## config.mk

```make
export PLATFORM = sky130hd
export DESIGN_NAME = fetch_unit
export DESIGN_NICKNAME = d
export VERILOG_FILES = /design/src/rtl/fetch_unit_pkg.sv /design/src/rtl/fetch_unit_if_id_reg.sv /design/src/rtl/fetch_unit.sv
export SDC_FILE = /design/constraint.sdc
export NUM_CORES = 1
export LEC_CHECK = 0
export BUFFER_PORTS_ARGS = -buffer_cell sky130_fd_sc_hd__buf_4
export CAP_MARGIN = 20
export CORE_ASPECT_RATIO = 1.5
export CORE_MARGIN = 2
export CORE_UTILIZATION = 50
export DETAILED_ROUTE_END_ITERATION = 12
export PLACE_DENSITY = 0.84
export SETUP_SLACK_MARGIN = 0.05
export SYNTH_ARGS = -nofsm -noshare
export SYNTH_HDL_FRONTEND = slang
export SYNTH_HIERARCHICAL = 1
export SYNTH_SLANG_ARGS = --single-unit
```

## constraint.sdc

```tcl
create_clock -name clk -period 3.7 [get_ports clk]
set_input_delay 0.185 -clock clk [delete_from_list [all_inputs] [get_ports clk]]
set_output_delay 0.185 -clock clk [all_outputs]
set_load 0.02 [all_outputs]
```

## src/rtl/fetch_unit_pkg.sv

```systemverilog
// Shared constants and state encoding for the instruction fetch stage.
package fetch_unit_pkg;

  localparam logic [31:0] NOP_INSTR    = 32'h0000_0013;
  localparam logic [31:0] RESET_VECTOR = 32'h0000_0000;

  typedef enum logic [1:0] {
    FETCH_IDLE = 2'd0,
    FETCH_WAIT = 2'd1,
    FETCH_DROP = 2'd2,
    FETCH_HALT = 2'd3
  } fetch_state_e;

  function automatic logic misaligned(input logic [31:0] addr);
    return addr[1:0] != 2'b00;
  endfunction

endpackage

```

## src/rtl/fetch_unit_if_id_reg.sv

```systemverilog
// IF/ID pipeline register: flush beats hold beats load; anything else is a bubble.
module if_id_reg
  import fetch_unit_pkg::*;
(
  input  logic        clk,
  input  logic        rst_n,
  input  logic        i_flush,
  input  logic        i_hold,
  input  logic        i_load,
  input  logic [31:0] i_instr,
  input  logic [31:0] i_pc,
  output logic        o_valid,
  output logic [31:0] o_instr,
  output logic [31:0] o_pc,
  output logic [31:0] o_pc4
);

  logic        r_valid;
  logic [31:0] r_instr;
  logic [31:0] r_pc;
  logic [31:0] r_pc4;

  always_ff @(posedge clk or negedge rst_n) begin
    if (!rst_n) begin
      r_valid <= 1'b0;
      r_instr <= NOP_INSTR;
      r_pc    <= 32'h0;
      r_pc4   <= 32'h0;
    end else if (i_flush) begin
      r_valid <= 1'b0;
      r_instr <= NOP_INSTR;
    end else if (!i_hold) begin
      if (i_load) begin
        r_valid <= 1'b1;
        r_instr <= i_instr;
        r_pc    <= i_pc;
        r_pc4   <= i_pc + 32'd4;
      end else begin
        r_valid <= 1'b0;
        r_instr <= NOP_INSTR;
      end
    end
  end

  assign o_valid = r_valid;
  assign o_instr = r_instr;
  assign o_pc    = r_pc;
  assign o_pc4   = r_pc4;

endmodule

```

## src/rtl/fetch_unit.sv

```systemverilog
// Instruction fetch: PC, single-outstanding imem handshake, redirect/stall
// absorption through a one-entry hold buffer, and a sticky misalignment halt.
module fetch_unit
  import fetch_unit_pkg::*;
#(
  parameter logic [31:0] RESET_PC = RESET_VECTOR
) (
  input  logic        clk,
  input  logic        rst_n,
  output logic        imem_req,
  output logic [31:0] imem_addr,
  input  logic        imem_ready,
  input  logic        imem_rvalid,
  input  logic [31:0] imem_rdata,
  input  logic        redirect_valid,
  input  logic [31:0] redirect_pc,
  input  logic        stall,
  output logic        if_id_valid,
  output logic [31:0] if_id_instr,
  output logic [31:0] if_id_pc,
  output logic [31:0] if_id_pc4,
  output logic        fetch_fault
);

  fetch_state_e r_state;
  logic [31:0]  r_pc;
  logic [31:0]  r_req_pc;
  logic         r_hold_valid;
  logic [31:0]  r_hold_instr;
  logic [31:0]  r_hold_pc;
  logic         r_fault;

  logic         w_accept;
  logic         w_rsp;
  logic         w_load;
  logic [31:0]  w_load_instr;
  logic [31:0]  w_load_pc;

  assign imem_req    = (r_state == FETCH_IDLE) && !r_hold_valid && !redirect_valid;
  assign imem_addr   = r_pc;
  assign fetch_fault = r_fault;
  assign w_accept    = imem_req && imem_ready;
  assign w_rsp       = (r_state == FETCH_WAIT) && imem_rvalid;

  always_ff @(posedge clk or negedge rst_n) begin
    if (!rst_n) begin
      r_state      <= FETCH_IDLE;
      r_pc         <= RESET_PC;
      r_hold_valid <= 1'b0;
      r_fault      <= 1'b0;
    end else if (r_state != FETCH_HALT) begin
      if (redirect_valid) begin
        r_hold_valid <= 1'b0;
        if (misaligned(redirect_pc)) begin
          r_state <= FETCH_HALT;
          r_fault <= 1'b1;
        end else begin
          r_pc <= redirect_pc;
          case (r_state)
            FETCH_WAIT: r_state <= imem_rvalid ? FETCH_IDLE : FETCH_DROP;
            // A stale response arriving alongside a second redirect is the one
            // being waited for; nothing is left outstanding afterwards.
            FETCH_DROP: if (imem_rvalid) r_state <= FETCH_IDLE;
            default:    r_state <= FETCH_IDLE;
          endcase
        end
      end else begin
        case (r_state)
          FETCH_IDLE: begin
            if (w_accept) begin
              r_pc    <= r_pc + 32'd4;
              r_state <= FETCH_WAIT;
            end else if (r_hold_valid && !stall) begin
              r_hold_valid <= 1'b0;
            end
          end
          FETCH_WAIT: begin
            if (imem_rvalid) begin
              r_state <= FETCH_IDLE;
              if (stall) r_hold_valid <= 1'b1;
            end
          end
          FETCH_DROP: if (imem_rvalid) r_state <= FETCH_IDLE;
          default: ;
        endcase
      end
    end
  end

  always_ff @(posedge clk) begin
    if (w_accept) r_req_pc <= r_pc;
    if (w_rsp && stall && !redirect_valid) begin
      r_hold_instr <= imem_rdata;
      r_hold_pc    <= r_req_pc;
    end
  end

  assign w_load       = r_hold_valid || w_rsp;
  assign w_load_instr = r_hold_valid ? r_hold_instr : imem_rdata;
  assign w_load_pc    = r_hold_valid ? r_hold_pc : r_req_pc;

  if_id_reg u_if_id (
    .clk     (clk),
    .rst_n   (rst_n),
    .i_flush (redirect_valid),
    .i_hold  (stall),
    .i_load  (w_load),
    .i_instr (w_load_instr),
    .i_pc    (w_load_pc),
    .o_valid (if_id_valid),
    .o_instr (if_id_instr),
    .o_pc    (if_id_pc),
    .o_pc4   (if_id_pc4)
  );

endmodule

```

==> results_dict.tcl <==
set metrics [dict create \
    initialDrtViolationCount 530 \
    intPower_w 0.00562 \
    fmax_mhz 386 \
    synth_edf_count 96 \
    worstPathMaxFanout 31 \
    cts_resized 0 \
    power.leakage_nw 5.66 \
    cts-root-buf "clkbuf_16" \
    relSlewSlack 0.323 \
    numCtsBuffers 20 \
    pwr-share-comb 0.331 \
    detail_route.wl_per_cell_um 18.5 \
    muxShareOfSynthArea 0.0892 \
    drive_above_1_share 0.312 \
    clkTransAtPathRegs_ns 0.07 \
    port_buffers 200 \
    async_flop_share 0.577 \
    placed_area_um2 11800 \
    finalMaxSlewViolations 0 \
    route.met3.wl_mm 1.39 \
    cts_tree "done" \
    die_area_um2 21200 \
    power_frac_seq 0.422 \
    grt_max_degree 100 \
    via_count 7543 \
    synthXorXnorAreaFrac 0.0245 \
    antenna_found_initial 0 \
    max_cap_viol_count 0 \
    post-dp-hpwl_mm 16.4 \
    tns_ns 0 \
    crit_type "reg -> reg" \
    status "finished, final reports clean" \
    synth_top_family_by_area "simple AND/OR/NAND/NOR gates" \
    route.met2.wl_mm 12.6 \
    worstHoldPathType "in -> reg" \
    p_sw_w 0.00302 \
    yosys_warnings 6 \
    sw_frac_of_total 0.350 \
    cp-start-kind "flop" \
    setup_viol 0 \
    fin_skew_ns 0.00858 \
    rsz0062_at_grt "false" \
    htree_levels 1 \
    grt_pass1_vias 7498 \
    synth_fp_nets 909 \
    synth.avg_cell_area_um2 12.0 \
    totalWireLength_mm 25.0 \
    viasPerCell 5.58 \
    design_area_um2 13000 \
    power.density_nw_per_um2 665 \
    cp_data_arrival_time_ns 2.96 \
    grt_pass1_wl_mm 39.4 \
    gp_congestion 0.849 \
    pwr-share-clk 0.247 \
    rows 63 \
    hold_buffers 56 \
    max-vdd-ir-drop_uv 459 \
    grt_util_all_layers 0.232 \
    synth_area_um2 9990 \
    die_height_um 177 \
    ys_ff_latch 227 \
    drcViolationCount 0 \
    period_share 0.700 \
    ys_seq_area_frac 0.617 \
    diodes 0 \
    ant_nets 0 \
    yosys.area_share.simple 0.141 \
    fillers 1485 \
    grt.overflow.total 0 \
    ioPinCount 201 \
    wl_met1_mm 10.1 \
    final_nets 1154 \
    top_layer "met4" \
    tightest_slew_ns 1.02 \
    fp.dieW_um 119 \
    clk-insertion-delay-late_ns 0.49 \
    syn_inst 833 \
    synth_ff_type "dfrtp_1" \
    start_util 0.507 \
    end_kind "flop" \
    syn2layout_area_growth_pct 30.1 \
    clock_sinks 227 \
    required_ns 4.07 \
    synth_compound_area_frac 0.0967 \
    min_period_ns 2.59 \
    cts_setup_buffers 0 \
    hold_viol_final 0 \
    first_pass_iters 5 \
    ys_types 57 \
    core_um2 19700 \
    clockBufferDepth 3 \
    synth_fa_ha_area_frac 0.00751 \
]
[per-stage QoR]
stage	hold slack, ns	setup WS, ns	utilization	power [W]	cells
global placement	0.350	1.19	0.597	0.00640	1260
floorplan	-0.111	0.817	-	0.00527	833
finish	0.00851	1.11	0.660	0.00864	1352
CTS	0.000439	1.10	0.660	0.00866	1352
global route	0.0228	0.882	0.660	0.00906	1352
detailed placement	0.356	1.13	0.597	0.00648	1260
[cells in the mapped netlist, drive strengths merged, types with 3 or more instances]
cell type | number | area share
o22a | 3 | 0.0026
nand3 | 29 | 0.016
and2 | 7 | 0.0044
a21oi | 27 | 0.014
o21ai | 49 | 0.027
edfxtp | 96 | 0.29
ha | 6 | 0.0075
or3 | 3 | 0.0019
or2 | 3 | 0.0019
inv | 8 | 0.0030
nor2 | 22 | 0.0085
and3 | 10 | 0.0063
nand2 | 162 | 0.061
dfstp | 3 | 0.0079
xnor2 | 8 | 0.0070
a221o | 4 | 0.0040
or4 | 3 | 0.0026
xor2 | 20 | 0.018
clkbuf | 31 | 0.012
o22ai | 12 | 0.0075
nand4 | 18 | 0.013
mux2 | 64 | 0.072
a22oi | 9 | 0.0068
dfrtp | 128 | 0.32
a22o | 29 | 0.025
and4 | 6 | 0.0053
nor3 | 14 | 0.0091
mux2i | 17 | 0.017
buf | 16 | 0.0093
nand2b | 5 | 0.0031
[placed cells by master (no fill, tap or decap), types with 4 or more instances in the layout]
cell type and count:
nor3_1 11, and2_1 7, a22oi_1 9, buf_4 211, nand2b_1 5, o21ai_0 33, o21ai_1 10, o22ai_1 12
clkbuf_16 21, ha_1 6, clkinv_2 4, and4_1 6, clkinvlp_4 5, nand3_1 27, nand4_1 16, a221o_1 4
a21oi_1 27, mux2_2 64, mux2i_1 17, dlygate4sd3_1 56, dfrtp_1 127, inv_1 8, a22o_1 29, o21ai_2 6
nor2_1 20, xnor2_1 8, edfxtp_1 96, and3_1 10, xor2_1 20, nand2_1 162
[routing by layer]
metal  global-route usage  vias up
met5                    0        -
met4               0.0966        0
met3               0.0322       62
met2                0.393      303
met1                0.301     3674
li1                     -     3504
[logic make-up (layout without fill, tap and decap cells)]
logic type | after synthesis | after routing
compound gates | 146 | 146
xor+xnor | 28 | 28
buf+inv | 55 | 314
mux | 81 | 81
simple gates | 290 | 290
flops | 227 | 227
fa+ha+maj | 6 | 6
[path summary, 6_finish.rpt]
| kind | start | endpoint | slack [ns] | cells past startpoint |
|---|---|---|---|---|
| worst max-delay path | r_hold_valid$_DFFE_PN0P_ | u_if_id/o_pc4[21]$_DFFE_PN0P_ | 1.11 | 7 |
| worst min-delay path | redirect_pc[2] | imem_addr[2]$_DFFE_PN0P_ | 0.009 | 3 |
| worst max register to register | r_hold_valid$_DFFE_PN0P_ | u_if_id/o_pc4[21]$_DFFE_PN0P_ | 1.11 | 7 |
| worst min register to register | r_req_pc[0]$_DFFE_PP_ | r_hold_pc[0]$_DFFE_PP_ | 0.45 | 0 |
| max in group asynchronous | rst_n | imem_addr[12]$_DFFE_PN0P_ | 2.44 | 3 |
| min in group asynchronous | rst_n | u_if_id/o_pc[20]$_DFFE_PN0P_ | 0.37 | 2 |
[flip-flops by register name, summed over array words and instances, names as in the netlist]
| signal | count |
|---|---|
| imem_addr | 32 |
| r_hold_instr | 32 |
| r_hold_pc | 32 |
| r_req_pc | 32 |
| u_if_id/o_instr | 32 |
| u_if_id/o_pc | 32 |
| u_if_id/o_pc4 | 30 |
| r_state | 2 |
| fetch_fault | 1 |
| r_hold_valid | 1 |
| u_if_id/o_valid | 1 |
[power groups by stage]
stage / clock network [W] / registers (W) / logic, W
after floorplan: 0 / 0.00406 / 0.00121
after global placement: 0 / 0.00367 / 0.00273
after detailed placement: 0 / 0.00369 / 0.00279
after CTS: 0.00217 / 0.00364 / 0.00286
after global routing: 0.00226 / 0.00372 / 0.00308
final: 0.00214 / 0.00365 / 0.00286
[area by class of cell]
| cell class | instances | area (µm²) | share of cell area |
|---|---|---|---|
| Clock inverter | 13 | 125 | 0.00962 |
| Sequential cell | 227 | 6170 | 0.474 |
| Clock buffer | 23 | 553 | 0.0425 |
| Tap cell | 260 | 325 | 0.0250 |
| Timing Repair Buffer | 270 | 2200 | 0.169 |
| Multi-Input combinational cell | 551 | 3610 | 0.277 |
| Inverter | 8 | 30.0 | 0.00231 |
[critical path, stage by stage, from the launching register on]
cell and delay [ns]:
dfrtp_2 0.81, buf_4 0.41, mux2_2 0.28, nand3_1 0.16, nor2_1 0.35, nand4_1 0.20, xor2_1 0.18, o21ai_1 0.07
Power figures use the tool's default switching activity.
